<file path="src/rtl/div_unit.sv">
// Iterative RV32M divide unit: DIV/DIVU/REM/REMU over 32 cycles.
// Radix-2 restoring division on operand magnitudes with sign fix-up on exit.
// Divide-by-zero and signed overflow skip the iteration and finish in one cycle.
module div_unit (
  input  logic        clk,
  input  logic        rst,
  input  logic        start,
  input  logic [1:0]  div_op,
  input  logic [31:0] operand1,
  input  logic [31:0] operand2,
  input  logic        flush,
  output logic        busy,
  output logic        done,
  output logic [31:0] result
);

  localparam logic [1:0] StIdle = 2'd0;
  localparam logic [1:0] StCalc = 2'd1;
  localparam logic [1:0] StFin  = 2'd2;

  logic [1:0]  state_q, state_d;
  logic [1:0]  op_q, op_d;
  logic [31:0] div_q, div_d;       // divisor magnitude
  logic [31:0] rem_q, rem_d;       // partial remainder, always < divisor between steps
  logic [31:0] quo_q, quo_d;       // shifts dividend out, quotient bits in
  logic [4:0]  cnt_q, cnt_d;
  logic        q_neg_q, q_neg_d;   // quotient must be negated
  logic        r_neg_q, r_neg_d;   // remainder takes dividend sign
  logic [31:0] result_q, result_d;

  // Operand decode for the request presented in IDLE.
  logic        signed_op;
  logic        a_neg;
  logic        b_neg;
  logic [31:0] a_mag;
  logic [31:0] b_mag;
  logic        div_zero;
  logic        ovf;

  // Single restoring-division step.
  logic [32:0] r_shift;
  logic [31:0] q_shift;
  logic        r_ge;
  logic [31:0] r_sub;
  logic [31:0] r_next;
  logic [31:0] q_next;
  logic [31:0] quo_fix;
  logic [31:0] rem_fix;
  logic [31:0] fin_val;

  // Decode sign flags, magnitudes and the fast-path conditions.
  always_comb begin
    signed_op = ~div_op[0];
    a_neg     = signed_op & operand1[31];
    b_neg     = signed_op & operand2[31];
    a_mag     = a_neg ? (32'd0 - operand1) : operand1;
    b_mag     = b_neg ? (32'd0 - operand2) : operand2;
    div_zero  = (operand2 == 32'd0);
    ovf       = signed_op && (operand1 == 32'h8000_0000) && (operand2 == 32'hFFFF_FFFF);
  end

  // One iteration plus sign correction of the value that will be final after step 31.
  always_comb begin
    r_shift = {1'b0, rem_q[31:0]} << 1;
    r_shift[0] = quo_q[31];
    q_shift = {quo_q[30:0], 1'b0};
    r_ge    = (r_shift >= {1'b0, div_q});
    // The true difference is below 2^32 whenever r_ge holds, so 32 bits suffice.
    r_sub   = r_shift[31:0] - div_q;
    r_next  = r_ge ? r_sub : r_shift[31:0];
    q_next  = {q_shift[31:1], r_ge};
    quo_fix = q_neg_q ? (32'd0 - q_next) : q_next;
    rem_fix = r_neg_q ? (32'd0 - r_next) : r_next;
    fin_val = op_q[1] ? rem_fix : quo_fix;
  end

  // Next-state logic: accept, iterate, finish; flush returns to IDLE with result untouched.
  always_comb begin
    state_d  = state_q;
    op_d     = op_q;
    div_d    = div_q;
    rem_d    = rem_q;
    quo_d    = quo_q;
    cnt_d    = cnt_q;
    q_neg_d  = q_neg_q;
    r_neg_d  = r_neg_q;
    result_d = result_q;

    unique case (state_q)
      StIdle: begin
        if (start && !flush) begin
          op_d    = div_op;
          div_d   = b_mag;
          q_neg_d = a_neg ^ b_neg;
          r_neg_d = a_neg;
          rem_d   = 32'd0;
          cnt_d   = 5'd0;
          if (div_zero) begin
            result_d = div_op[1] ? operand1 : 32'hFFFF_FFFF;
            state_d  = StFin;
          end else if (ovf) begin
            result_d = div_op[1] ? 32'd0 : 32'h8000_0000;
            state_d  = StFin;
          end else begin
            quo_d   = a_mag;
            state_d = StCalc;
          end
        end
      end
      StCalc: begin
        if (flush) begin
          state_d = StIdle;
        end else begin
          rem_d = r_next;
          quo_d = q_next;
          cnt_d = cnt_q + 5'd1;
          if (cnt_q == 5'd31) begin
            result_d = fin_val;
            state_d  = StFin;
          end
        end
      end
      StFin: begin
        state_d = StIdle;
      end
      default: begin
        state_d = StIdle;
      end
    endcase
  end

  // State and datapath registers with synchronous reset.
  always_ff @(posedge clk) begin
    if (rst) begin
      state_q  <= StIdle;
      op_q     <= 2'd0;
      div_q    <= 32'd0;
      rem_q    <= 32'd0;
      quo_q    <= 32'd0;
      cnt_q    <= 5'd0;
      q_neg_q  <= 1'b0;
      r_neg_q  <= 1'b0;
      result_q <= 32'd0;
    end else begin
      state_q  <= state_d;
      op_q     <= op_d;
      div_q    <= div_d;
      rem_q    <= rem_d;
      quo_q    <= quo_d;
      cnt_q    <= cnt_d;
      q_neg_q  <= q_neg_d;
      r_neg_q  <= r_neg_d;
      result_q <= result_d;
    end
  end

  // Outputs decode from state or come straight from registers.
  always_comb begin
    busy   = (state_q == StCalc);
    done   = (state_q == StFin);
    result = result_q;
  end

endmodule
</file>
<file path="config.mk">
export PLATFORM = sky130hd
export DESIGN_NAME = div_unit
export DESIGN_NICKNAME = d
export VERILOG_FILES = /design/src/rtl/div_unit.sv
export SDC_FILE = /design/constraint.sdc
export NUM_CORES = 1
export LEC_CHECK = 0
export CAP_MARGIN = 0
export CELL_PAD_IN_SITES_DETAIL_PLACEMENT = 0
export CELL_PAD_IN_SITES_GLOBAL_PLACEMENT = 1
export CORE_MARGIN = 3
export CORE_UTILIZATION = 43
export DETAILED_ROUTE_END_ITERATION = 16
export HOLD_SLACK_MARGIN = 0.03
export PLACE_DENSITY = 0.91
export SETUP_SLACK_MARGIN = 0.1
export SYNTH_ARGS = -nofsm -noshare
export SYNTH_HDL_FRONTEND = slang
export SYNTH_SLANG_ARGS = --single-unit
</file>
<file path="constraint.sdc">
create_clock -name clk -period 6.6 [get_ports clk]
set_input_delay 0.66 -clock clk [delete_from_list [all_inputs] [get_ports clk]]
set_output_delay 0.66 -clock clk [all_outputs]
set_load 0.005 [all_outputs]
</file>
==> summary.md <==
| Metric | Value |
|---|---|
| Status | complete, no violations |
| Fmax | roughly 0.19 GHz |
| Setup WS pre-CTS | roughly 1.4 ns |
| PwrDens | 207 nW/µm² |
| Finish-stage setup viols | 0 |
| Latest clock arrival within the worst-skew pair | between 0.4 and 0.5 ns |
| Final Critical Period | 5.33 ns |
| Worst hold slack | 0.466 ns |
| Post-synthesis mux area share | under 10% |
| Initial Util | 44.2% |
| Hold Crit Class | flip-flop to flip-flop |
| Die W | 171 µm |
| Clock transition at path regs | 0.07 ns |
| Routed via count | approximately 13,000 |
| Final worst-path setup slack | 1.27 ns |
| Worst Tran Pin Value | 1.16 ns |
| Post-Synth Simple-Gate Area | about a quarter |
| Wirelength per Cell | 21.8 µm |
| Largest net degree at the start of global routing | 65 |
| Routability Congestion | 1.00 |
| Largest family of logic cells by synthesized area | compound AO/OA/AOI/OAI gates |
| Cell variety after synth | between 80 and 90 |
| Hold buffer count at cts | 0 |
| H-tree Lvls | 4 |
| Worst Clk Skew | 0.0153 ns |
| Number of flops mapped to enable cells by yosys | 0 |
| Syn. warnings | 0 |
| Placed Area | 12,800 µm² |
| 1st-iter DRT viols | between 1,500 and 2,000 |
| Synth Instances | 1,636 |
| Yosys top cell area share | a little under a quarter |
| Max cap viols | 0 |
| Setup CP Type | flip-flop to flip-flop |
| Period utilization | 80.7% |
| Vias per cell | 6.33 |
| Postcts setup bufs | 0 |
| Initial antenna violation count | 0 |
| Post-Synthesis Cell Area | 11,700 µm² |
| First-pass GRT wire length | 67,600 µm |
| CP max FO | 17 |
| Ys flop type | dfxtp_1 |
| Post-Synth XOR/XNOR Area | 9.29% |
| Post-synth top cells | nor2_1 (228), a21oi_1 (149), nand2_1 (143), dfxtp_1 (138), clkbuf_1 (79) |
| Post-synthesis sequential area ratio | 23.6% |
| Adder-cell share of the synthesized area | 4.34% |
| Setup tns final | 0 ns |
| Ports | 104 |
| Buffers on Ports | 103 |
| Die Y | 171 µm |
| Fin. Hold Viols | 0 |
| Synthesis-to-finish area growth | 14.7% |
| CP arrival | 5.68 ns |
| N_diodes | 0 |
| CTS Buf Count | 17 |
| CTS Buffer Depth | 2 |
| Layout cells sized above 1 | 5.23% |
| Leakage | approximately 5.0 nW |
| Nets@finish | 1,780 |
| Total wire length | 43,900 µm |
| Post-DP HPWL | about 33,000 µm |
| Synth area leader | dfxtp_1 |
| Max-slew violations | 0 |
| DIE AREA | 29,200 µm² |
| Synth Area in Compound Gates | 29.4% |
| Clock tree sinks | 138 |
| Grt ovf | 0 |
| Core region area | about 26,000 µm² |
| Count leader, synth | nor2_1 |
| Startpoint Class | flip-flop |
| Syn Nets | 1,746 |
| Slew margin rel. | between 20% and 30% |
| Required @ worst endpoint | 6.95 ns |
| Yosys reg bits | 138 |
| Final ANT Viol Nets | 0 |
| Ys async rst share | 0% |
| Vias in the first global route | 11,500 |
| Fin area | around 13,000 µm² |
| Worst setup EP type | flip-flop |
| CTS root buf | clkbuf_16 |
| Residual DRC count | 0 |
| Synth Area per Inst | 7.15 µm² |
| Number of cell rows | 59 |
| Post-cts repair resize count | 0 |
| GRT Total Usage | 29.5% |
| RSZ-0062 raised after global routing | false |
| CTS tree | yes |
| 1st-pass router iterations | 6 |
| Largest cells by area after synthesis | dfxtp_1 (24%), nor2_1 (7.3%), a21oi_1 (6.4%) |
| VDD IR max | around 0.17 mV |
-- final cells by class --
| cell class | instances | area (µm²) |
|---|---|---|
| clock buffers | 17 | 425 |
| multi-input cells | 1331 | 8270 |
| repair buffers | 119 | 1150 |
| flip-flops and latches | 138 | 2760 |
| clock inverters | 15 | 146 |
| fillers | 2676 | 13000 |
| inverters | 63 | 236 |
| well taps | 335 | 419 |
-- layout by cell type, fill, tap and decap left out, types with 58 or more instances in the layout --
| cell type | n |
|---|---|
| a211oi_1 | 65 |
| a21oi_1 | 148 |
| clkdlybuf4s50_1 | 102 |
| dfxtp_1 | 138 |
| inv_1 | 62 |
| nand2_1 | 143 |
| nor2_1 | 226 |
| nor3_1 | 58 |
| o21ai_0 | 76 |
| xnor2_1 | 70 |
-- metrics by stage --
step	util [%]	instances	total power (W)
floorplan	-	1636	0.00151
global placement	48.6	1986	0.00179
detailed placement	48.6	1986	0.00179
CTS	50.7	2018	0.00275
global route	50.7	2018	0.00289
finish	50.7	2018	0.00278
-- critical path, cell delays in order, from the launching register on --
cell and delay, ns:
dfxtp_1 0.37, ha_1 0.44, nand2_1 0.23, nor4_1 0.59, a31oi_1 0.21, o21a_1 0.20
nand3_2 0.33, buf_4 0.31, mux2i_1 0.32, ha_1 0.25, nand2_1 0.14, or3_1 0.33
nor4_1 0.26, a41o_1 0.26, and4_1 0.33, nand4_1 0.14, mux2i_1 0.18, nand3_1 0.09
a311oi_1 0.27
-- cells by family (layout without fill, tap and decap cells) --
family,after synthesis,count (layout)
adders and majority gates,40,40
DFF,138,138
and+or+nand+nor,632,632
AOI/OAI and AO/OA,516,516
buffers and inverters,167,214
muxes,19,19
xor gates and xnor gates,124,124
-- power by group --
part	switching (W)	internal [W]
sequential	0.0000370	0.000865
combinational	0.000580	0.000319
clock	0.000470	0.000504
-- sequential cells by signal (all words and copies together) (netlist names) --
signal and cells:
quo_q 32, div_q 32, r_neg_q 1, cnt_q 5, state_q 2, op_q 1, q_neg_q 1, rem_q 32
result 32
-- worst paths after layout --
kind | startpoint | endpoint | slack, ns | cells past startpoint
max reg2reg | rem_q[3]$_SDFFE_PP0P_ | result[24]$_SDFFE_PP0P_ | 1.27 | 18
min | div_q[31]$_SDFFE_PP0P_ | div_q[31]$_SDFFE_PP0P_ | 0.47 | 2
min reg2reg | div_q[31]$_SDFFE_PP0P_ | div_q[31]$_SDFFE_PP0P_ | 0.47 | 2
max | rem_q[3]$_SDFFE_PP0P_ | result[24]$_SDFFE_PP0P_ | 1.27 | 18
-- layer usage --
layer,track usage (%),up-vias,wire length [µm]
met5,0,-,0
met4,9.10,0,1280
met3,4.64,72,3990
met2,43.3,646,18400
met1,44.1,5987,20300
li1,-,6059,-
No activity file was read; power rests on OpenSTA's default activity.
